## config.mk

```make
export PLATFORM = sky130hd
export DESIGN_NAME = rdoq_cost_select
export DESIGN_NICKNAME = d
export VERILOG_FILES = /design/src/rtl/rdoq_cost_select.sv
export SDC_FILE = /design/constraint.sdc
export NUM_CORES = 2
export LEC_CHECK = 0
export BUFFER_PORTS_ARGS = -buffer_cell sky130_fd_sc_hd__buf_4
export CORE_MARGIN = 2
export CORE_UTILIZATION = 55
export CTS_BUF_LIST = sky130_fd_sc_hd__clkbuf_8
export DETAILED_ROUTE_END_ITERATION = 8
export HOLD_SLACK_MARGIN = 0.03
export PLACE_DENSITY = 0.85
export SLEW_MARGIN = 20
export SYNTH_ARGS = -nofsm -noshare
export SYNTH_HDL_FRONTEND = slang
export SYNTH_SLANG_ARGS = --single-unit
```

## constraint.sdc

```tcl
create_clock -name clk -period 5.6 [get_ports clk]
set_input_delay 0.84 -clock clk [delete_from_list [all_inputs] [get_ports clk]]
set_output_delay 0.84 -clock clk [all_outputs]
set_load 0.1 [all_outputs]
```

## src/rtl/rdoq_cost_select.sv

```systemverilog
// rdoq_cost_select
//   Rate-distortion cost selection behind the RDOQ distortion stage. Each
//   valid candidate carries a scaled distortion, a rate estimate, lambda and
//   its quantized level. The block forms J = D + ((lambda*rate) << RATE_SHIFT)
//   and keeps the cheapest candidate of each coefficient. On the last
//   candidate of a coefficient it reports the winner.
//
//   Pipeline: S1 rate term, S2 cost sum, S3 running-minimum select.
//   best_valid_out pulses three cycles after the last candidate is presented.
//
//   Build option: define RDOQ_COST_SAT_EN to saturate the S2 sum to all-ones
//   on carry-out; without it the sum wraps modulo 2^COST_WIDTH.
//
// Ports
//   clk, rst_n        clock, asynchronous active-low reset
//   data_valid_in     candidate present this cycle (no backpressure)
//   distortion_in     scaled distortion of the candidate
//   rate_in           estimated rate (unsigned, fractional bits)
//   lambda            Lagrange multiplier, sampled with each candidate
//   cand_level        quantized level of the candidate
//   cand_last         last candidate of the current coefficient
//   best_valid_out    one-cycle result pulse per coefficient
//   best_level_out    winning level (held until next pulse)
//   best_cost_out     winning cost (held until next pulse)
//   cand_count_out    candidates evaluated, saturating at MAX_CANDS
//   err_overflow      sticky: more than MAX_CANDS candidates in a coefficient
//
// Select FSM
//   state    | meaning
//   ST_FIRST | next valid candidate opens a new coefficient
//   ST_ACCUM | coefficient open, running best held in best_*_q
module rdoq_cost_select #(
   parameter int DIST_WIDTH      = 162,
   parameter int ABS_LEVEL_WIDTH = 32,
   parameter int RATE_WIDTH      = 32,
   parameter int LAMBDA_WIDTH    = 32,
   parameter int RATE_SHIFT      = 20,
   parameter int COST_WIDTH      = 164,
   parameter int MAX_CANDS       = 4
) (
   input  logic                                clk,
   input  logic                                rst_n,
   input  logic                                data_valid_in,
   input  logic [DIST_WIDTH-1:0]               distortion_in,
   input  logic [RATE_WIDTH-1:0]               rate_in,
   input  logic [LAMBDA_WIDTH-1:0]             lambda,
   input  logic [ABS_LEVEL_WIDTH-1:0]          cand_level,
   input  logic                                cand_last,
   output logic                                best_valid_out,
   output logic [ABS_LEVEL_WIDTH-1:0]          best_level_out,
   output logic [COST_WIDTH-1:0]               best_cost_out,
   output logic [$clog2(MAX_CANDS+1)-1:0]      cand_count_out,
   output logic                                err_overflow
);

   localparam int CNT_W  = $clog2(MAX_CANDS + 1);
   localparam int PROD_W = LAMBDA_WIDTH + RATE_WIDTH;
   localparam int EXT_W  = (PROD_W + RATE_SHIFT > COST_WIDTH) ? PROD_W + RATE_SHIFT : COST_WIDTH;

   typedef enum logic {
      ST_FIRST = 1'b0,
      ST_ACCUM = 1'b1
   } state_t;

   // ---------------------------------------------------------------- S1
   logic [PROD_W-1:0]          prod_c;
   logic [EXT_W-1:0]           ext_c;
   logic [COST_WIDTH-1:0]      rterm_c;

   logic                       s1_valid;
   logic                       s1_last;
   logic [COST_WIDTH-1:0]      s1_rterm;
   logic [COST_WIDTH-1:0]      s1_dist;
   logic [ABS_LEVEL_WIDTH-1:0] s1_level;

   always_comb begin
      prod_c  = PROD_W'(lambda) * PROD_W'(rate_in);
      ext_c   = EXT_W'(prod_c) << RATE_SHIFT;
      rterm_c = ext_c[COST_WIDTH-1:0];
   end

   always_ff @(posedge clk or negedge rst_n) begin
      if (!rst_n) begin
         s1_valid <= 1'b0;
         s1_last  <= 1'b0;
         s1_rterm <= '0;
         s1_dist  <= '0;
         s1_level <= '0;
      end else begin
         s1_valid <= data_valid_in;
         if (data_valid_in) begin
            s1_last  <= cand_last;
            s1_rterm <= rterm_c;
            s1_dist  <= COST_WIDTH'(distortion_in);
            s1_level <= cand_level;
         end
      end
   end

   // ---------------------------------------------------------------- S2
   logic [COST_WIDTH-1:0]      cost_c;

`ifdef RDOQ_COST_SAT_EN
   logic [COST_WIDTH:0]        sum_c;

   always_comb begin
      sum_c  = {1'b0, s1_dist} + {1'b0, s1_rterm};
      cost_c = sum_c[COST_WIDTH] ? {COST_WIDTH{1'b1}} : sum_c[COST_WIDTH-1:0];
   end
`else
   always_comb begin
      cost_c = s1_dist + s1_rterm;
   end
`endif

   logic                       s2_valid;
   logic                       s2_last;
   logic [COST_WIDTH-1:0]      s2_cost;
   logic [ABS_LEVEL_WIDTH-1:0] s2_level;

   always_ff @(posedge clk or negedge rst_n) begin
      if (!rst_n) begin
         s2_valid <= 1'b0;
         s2_last  <= 1'b0;
         s2_cost  <= '0;
         s2_level <= '0;
      end else begin
         s2_valid <= s1_valid;
         if (s1_valid) begin
            s2_last  <= s1_last;
            s2_cost  <= cost_c;
            s2_level <= s1_level;
         end
      end
   end

   // ---------------------------------------------------------------- S3
   state_t                     state_q;
   state_t                     state_d;
   logic [COST_WIDTH-1:0]      best_cost_q;
   logic [ABS_LEVEL_WIDTH-1:0] best_level_q;
   logic [CNT_W-1:0]           cnt_q;

   logic                       take_c;
   logic [CNT_W-1:0]           cnt_d;
   logic                       ovf_hit_c;
   logic                       pulse_c;
   logic [COST_WIDTH-1:0]      sel_cost_c;
   logic [ABS_LEVEL_WIDTH-1:0] sel_level_c;

   always_ff @(posedge clk or negedge rst_n) begin
      if (!rst_n) begin
         state_q <= ST_FIRST;
      end else begin
         state_q <= state_d;
      end
   end

   // Strict less-than keeps the earlier candidate on equal cost.
   always_comb begin
      state_d   = state_q;
      take_c    = 1'b0;
      cnt_d     = cnt_q;
      ovf_hit_c = 1'b0;
      pulse_c   = 1'b0;
      if (s2_valid) begin
         if (state_q == ST_FIRST) begin
            take_c = 1'b1;
            cnt_d  = CNT_W'(1);
         end else begin
            take_c = (s2_cost < best_cost_q);
            if (cnt_q == CNT_W'(MAX_CANDS)) begin
               ovf_hit_c = 1'b1;
            end else begin
               cnt_d = cnt_q + CNT_W'(1);
            end
         end
         if (s2_last) begin
            state_d = ST_FIRST;
            pulse_c = 1'b1;
         end else begin
            state_d = ST_ACCUM;
         end
      end
      sel_cost_c  = take_c ? s2_cost  : best_cost_q;
      sel_level_c = take_c ? s2_level : best_level_q;
   end

   always_ff @(posedge clk or negedge rst_n) begin
      if (!rst_n) begin
         best_cost_q    <= '0;
         best_level_q   <= '0;
         cnt_q          <= '0;
         best_valid_out <= 1'b0;
         best_level_out <= '0;
         best_cost_out  <= '0;
         cand_count_out <= '0;
         err_overflow   <= 1'b0;
      end else begin
         best_valid_out <= pulse_c;
         if (ovf_hit_c) begin
            err_overflow <= 1'b1;
         end
         if (s2_valid) begin
            best_cost_q  <= sel_cost_c;
            best_level_q <= sel_level_c;
            cnt_q        <= cnt_d;
         end
         if (pulse_c) begin
            best_level_out <= sel_level_c;
            best_cost_out  <= sel_cost_c;
            cand_count_out <= cnt_d;
         end
      end
   end

endmodule

```

==> results by stage <==
Drt:
- The number of search-and-repair iterations in the first detailed-routing pass is 9.
- In the final routed layout, each cell accounts on average for 21.7 µm.
- Across all layers, the routed design uses 60200 vias.
- The detailed router finished its first iteration with 5334 violations.
- Dividing the detail-routed via count by the number of cells gives 5.82.
- After detailed routing, the number of remaining DRC violations is 0.
- For this block, the routed nets add up to 225000 µm of wire.
- Once detail routing completed, the nets flagged for antenna violations numbered 0.

Logic synthesis:
- The register bit total from synthesis is 858.
- The area fraction of the dominant cell type after synthesis is 0.287.
- The number of different library cells used by synthesis comes to 78.
- In this run, synthesis inferred 0 flip-flops with an integrated enable.
- For this run, the number of Yosys warnings is 0.
- The most used flip-flop cell after synthesis is sky130_fd_sc_hd__dfrtp_1.
- Yosys attributes the largest share of cell area to sky130_fd_sc_hd__dfrtp_1, sky130_fd_sc_hd__fa_1, sky130_fd_sc_hd__ha_1.
- sky130_fd_sc_hd__dfrtp_1 takes more of the synthesized area than any other cell.
- The per-instance average area after synthesis is 9.60 µm².
- The gate count of the mapped netlist is 7783.
- Of the synthesized area, sequential elements account for 0.287.
- The total nets after synthesis is 9433.
- In the synthesized netlist the async set-or-reset flop fraction comes to 1.00.
- The post-synthesis cell area is 0.0747 mm².

Setup path:
- The data required time at the worst endpoint is 6.30 ns.
- For this design, the slowest cell found on the critical path is sky130_fd_sc_hd__fa_1.
- The kind of cell with the highest combined delay along the critical path is adder cells.
- The launch point of the worst reg-to-reg path is s2_cost[111]$_DFFE_PN0P_.
- Along the worst path, the maximum fanout reaches 11.
- Data arrives at the worst endpoint at 8.46 ns.
- The critical path starts at lambda[25].
- The number of buffers and inverters on the critical path is 7.
- The cell that appears most often on the critical path is sky130_fd_sc_hd__fa_1.
- The worst setup path is launched from a primary input.
- The number of cells on the worst reg-to-reg path is 13.
- The worst setup path is of the in2reg kind.
- The slack of the worst reg-to-reg path is 0.83 ns.
- The critical register-to-register path endpoint is best_cost_out[70]$_DFFE_PN0P_.
- The worst setup path is captured at a register.
- On the worst path, the slowest cell contributes a delay of 0.66 ns.

Timing:
- Setup violations remaining at the end of the flow were counted as 54.
- The final-report max-slew violation count came to 0.
- For this run, the top clock speed supported by timing is 129 MHz.
- The time the worst path needs with I/O delays and setup is 7.76 ns.
- Setup repair after global routing could not meet its margin everywhere.
- Dividing the final minimum period by the clock period gives 1.39.
- For the pin with the worst max-slew slack, the measured transition is 1.14 ns.
- The final hold slack is 0.123 ns.
- In the post-route analysis, the smallest setup slack over all paths is -2.16 ns.
- Headroom to the max-slew limit came out at 0.223.
- The count of final hold-check violations is 0.
- The post-route clock skew is 0.0605 ns.

GRT:
- In the global route stage, overall resource usage came out at 0.319.
- The first global-routing pass estimated 344000 µm of wire.
- The via count of the first global-routing pass came to 64300.
- Entering global routing, the biggest net connects 188 pins.
- Summed over all layers, the global routing overflow is 0.
- The initial antenna violation count is 29.

Clock network:
- The number of hold buffers added after cts is 0.
- The clock latency on the worst-skew pair is 0.85 ns.
- Clock tree synthesis found a total of 858 sinks.
- The root buffer cell is sky130_fd_sc_hd__clkbuf_8.
- TritonCTS built the clock tree.
- In this run the number of H-tree levels came out at 4.
- The clock edge transition at the registers on the reported setup and hold paths is 0.06 ns.
- The number of buffers created by CTS is 135.
- Counting along the longest clock path gives a buffer depth of 3.

Cells and area:
- Relative to the synthesized area, the layout overhead comes to 18.1%.
- In the final layout, the share of cells above drive strength 1 is 0.221.
- The final layout contains 10100 nets.
- At the end of the flow the core is filled with cells to 0.652.
- The top cell types in the final layout, fill and taps aside, are sky130_fd_sc_hd__nand2_1, sky130_fd_sc_hd__inv_1, sky130_fd_sc_hd__dfrtp_1.
- Leaving out fill and tap cells, the most frequent cell in the layout is sky130_fd_sc_hd__nand2_1.

Placement:
- The final weighted congestion of routability-driven global placement is 0.960.
- The final HPWL from detailed placement is 166000 µm.
- The number of buffer cells added on primary ports is 462.

Die:
- For this design the top-level I/O count stands at 463.
- The starting density of the core is 0.553.
- The die outline area is 0.139 mm².
- In this run the horizontal extent of the chip is 373 µm.
- In this run the vertical extent of the chip is 373 µm.
- The floorplan has 135 rows.
- The area of the core region is 0.135 mm².

Flow run:
- The number of maximum-capacitance violations is 0.

Status:
- The flow ran to the end, but the final reports show violations.
- The checks that failed: setup timing.

Worst hold path:
- The type of the most critical hold path is in2async.
## layout make-up
class | instances | area, µm²
multi-input cells | 5391 | 49500
clock buffers | 161 | 2220
well taps | 1781 | 2230
flip-flops and latches | 858 | 21500
repair buffers | 934 | 8000
inverters | 1130 | 4250
diodes | 18 | 45.0
clock inverters | 74 | 444
fillers | 9766 | 47000
## what timing repair did
| item | CTS | global route |
|---|---|---|
| gates resized for setup | 273 | 207 |
| buffers inserted | 35 | 34 |
| pin swaps | 168 | 127 |
| cloned | 4 | 1 |
| setup endpoints to repair | 54 | 54 |
## metal layers
metal	vias to the layer above	global-route usage	wire (µm)
met5	-	0	67
met4	12	0.190	15800
met3	986	0.0612	18900
met2	3093	0.524	107000
met1	30000	0.392	82900
li1	26100	-	-
## sequential cells by signal, indices dropped and copies added, names as in the netlist, 32 cells and up
register,cells
s1_dist,162
s2_level,32
best_level_q,32
s1_rterm,64
best_level_out,32
best_cost_q,164
best_cost_out,164
s1_level,32
s2_cost,163
## kinds of logic after synthesis
| family | after synthesis | synth area share |
|---|---|---|
| and+or+nand+nor | 2577 | 0.164 |
| buffers and inverters | 1534 | 0.0778 |
| adders and majority gates | 1388 | 0.323 |
| AOI/OAI and AO/OA | 879 | 0.0722 |
| DFF | 858 | 0.287 |
| muxes | 352 | 0.0531 |
| xor gates and xnor gates | 195 | 0.0229 |
## how the worst max path moves through the flow
stage | endpoint | slack, ns | cells after the start
finish | s1_rterm[80]$_DFFE_PN0P_ | -2.16 | 25
global route | s1_rterm[80]$_DFFE_PN0P_ | -2.23 | 25
CTS | s1_rterm[75]$_DFFE_PN0P_ | -1.57 | 26
detailed placement | s1_rterm[80]$_DFFE_PN0P_ | -2.63 | 24
global placement | s1_rterm[75]$_DFFE_PN0P_ | -2.52 | 26
floorplan | s1_rterm[75]$_DFFE_PN0P_ | -1.91 | 24
## Yosys cell counts, types with 4 or more instances
master	number
sky130_fd_sc_hd__ha_1	491
sky130_fd_sc_hd__a21boi_0	8
sky130_fd_sc_hd__fa_1	897
sky130_fd_sc_hd__nor3_1	39
sky130_fd_sc_hd__o22ai_1	5
sky130_fd_sc_hd__nand4_1	88
sky130_fd_sc_hd__o21ai_0	120
sky130_fd_sc_hd__a21oi_1	294
sky130_fd_sc_hd__or3_1	13
sky130_fd_sc_hd__and2_1	634
sky130_fd_sc_hd__a221o_1	5
sky130_fd_sc_hd__nand2_1	1180
sky130_fd_sc_hd__inv_1	1129
sky130_fd_sc_hd__o21ai_1	6
sky130_fd_sc_hd__dfrtp_1	858
sky130_fd_sc_hd__nor2_1	395
sky130_fd_sc_hd__o211ai_1	20
sky130_fd_sc_hd__a41oi_1	4
sky130_fd_sc_hd__a21o_1	78
sky130_fd_sc_hd__nor4_1	33
sky130_fd_sc_hd__or2_2	6
sky130_fd_sc_hd__nand3_1	77
sky130_fd_sc_hd__o21a_1	13
sky130_fd_sc_hd__buf_1	9
sky130_fd_sc_hd__nor3b_1	4
sky130_fd_sc_hd__o2111ai_1	6
sky130_fd_sc_hd__clkbuf_1	372
sky130_fd_sc_hd__nor4_2	14
sky130_fd_sc_hd__and4_1	10
sky130_fd_sc_hd__a2111oi_0	4
sky130_fd_sc_hd__and3_1	39
sky130_fd_sc_hd__xor2_1	55
sky130_fd_sc_hd__o21bai_1	30
sky130_fd_sc_hd__xnor2_1	140
sky130_fd_sc_hd__buf_2	18
sky130_fd_sc_hd__a211oi_1	17
sky130_fd_sc_hd__nand2b_1	13
sky130_fd_sc_hd__nor2b_1	15
sky130_fd_sc_hd__a31oi_1	219
sky130_fd_sc_hd__mux2_2	352
sky130_fd_sc_hd__o31ai_1	10
## metrics by stage
stage	std cells	instance area (µm²)	setup TNS, ns	setup WS (ns)
finish	10300	88200	-79.75	-2.16
detailed placement	10000	82900	-116.42	-2.63
global route	10300	88200	-85.28	-2.23
floorplan	7783	75900	-74.04	-1.91
CTS	10300	87100	-58.06	-1.57
global placement	10000	82900	-112.03	-2.52
Power is not shown: default switching activity piles up to over one toggle a cycle in this logic, so the estimate is an artifact.
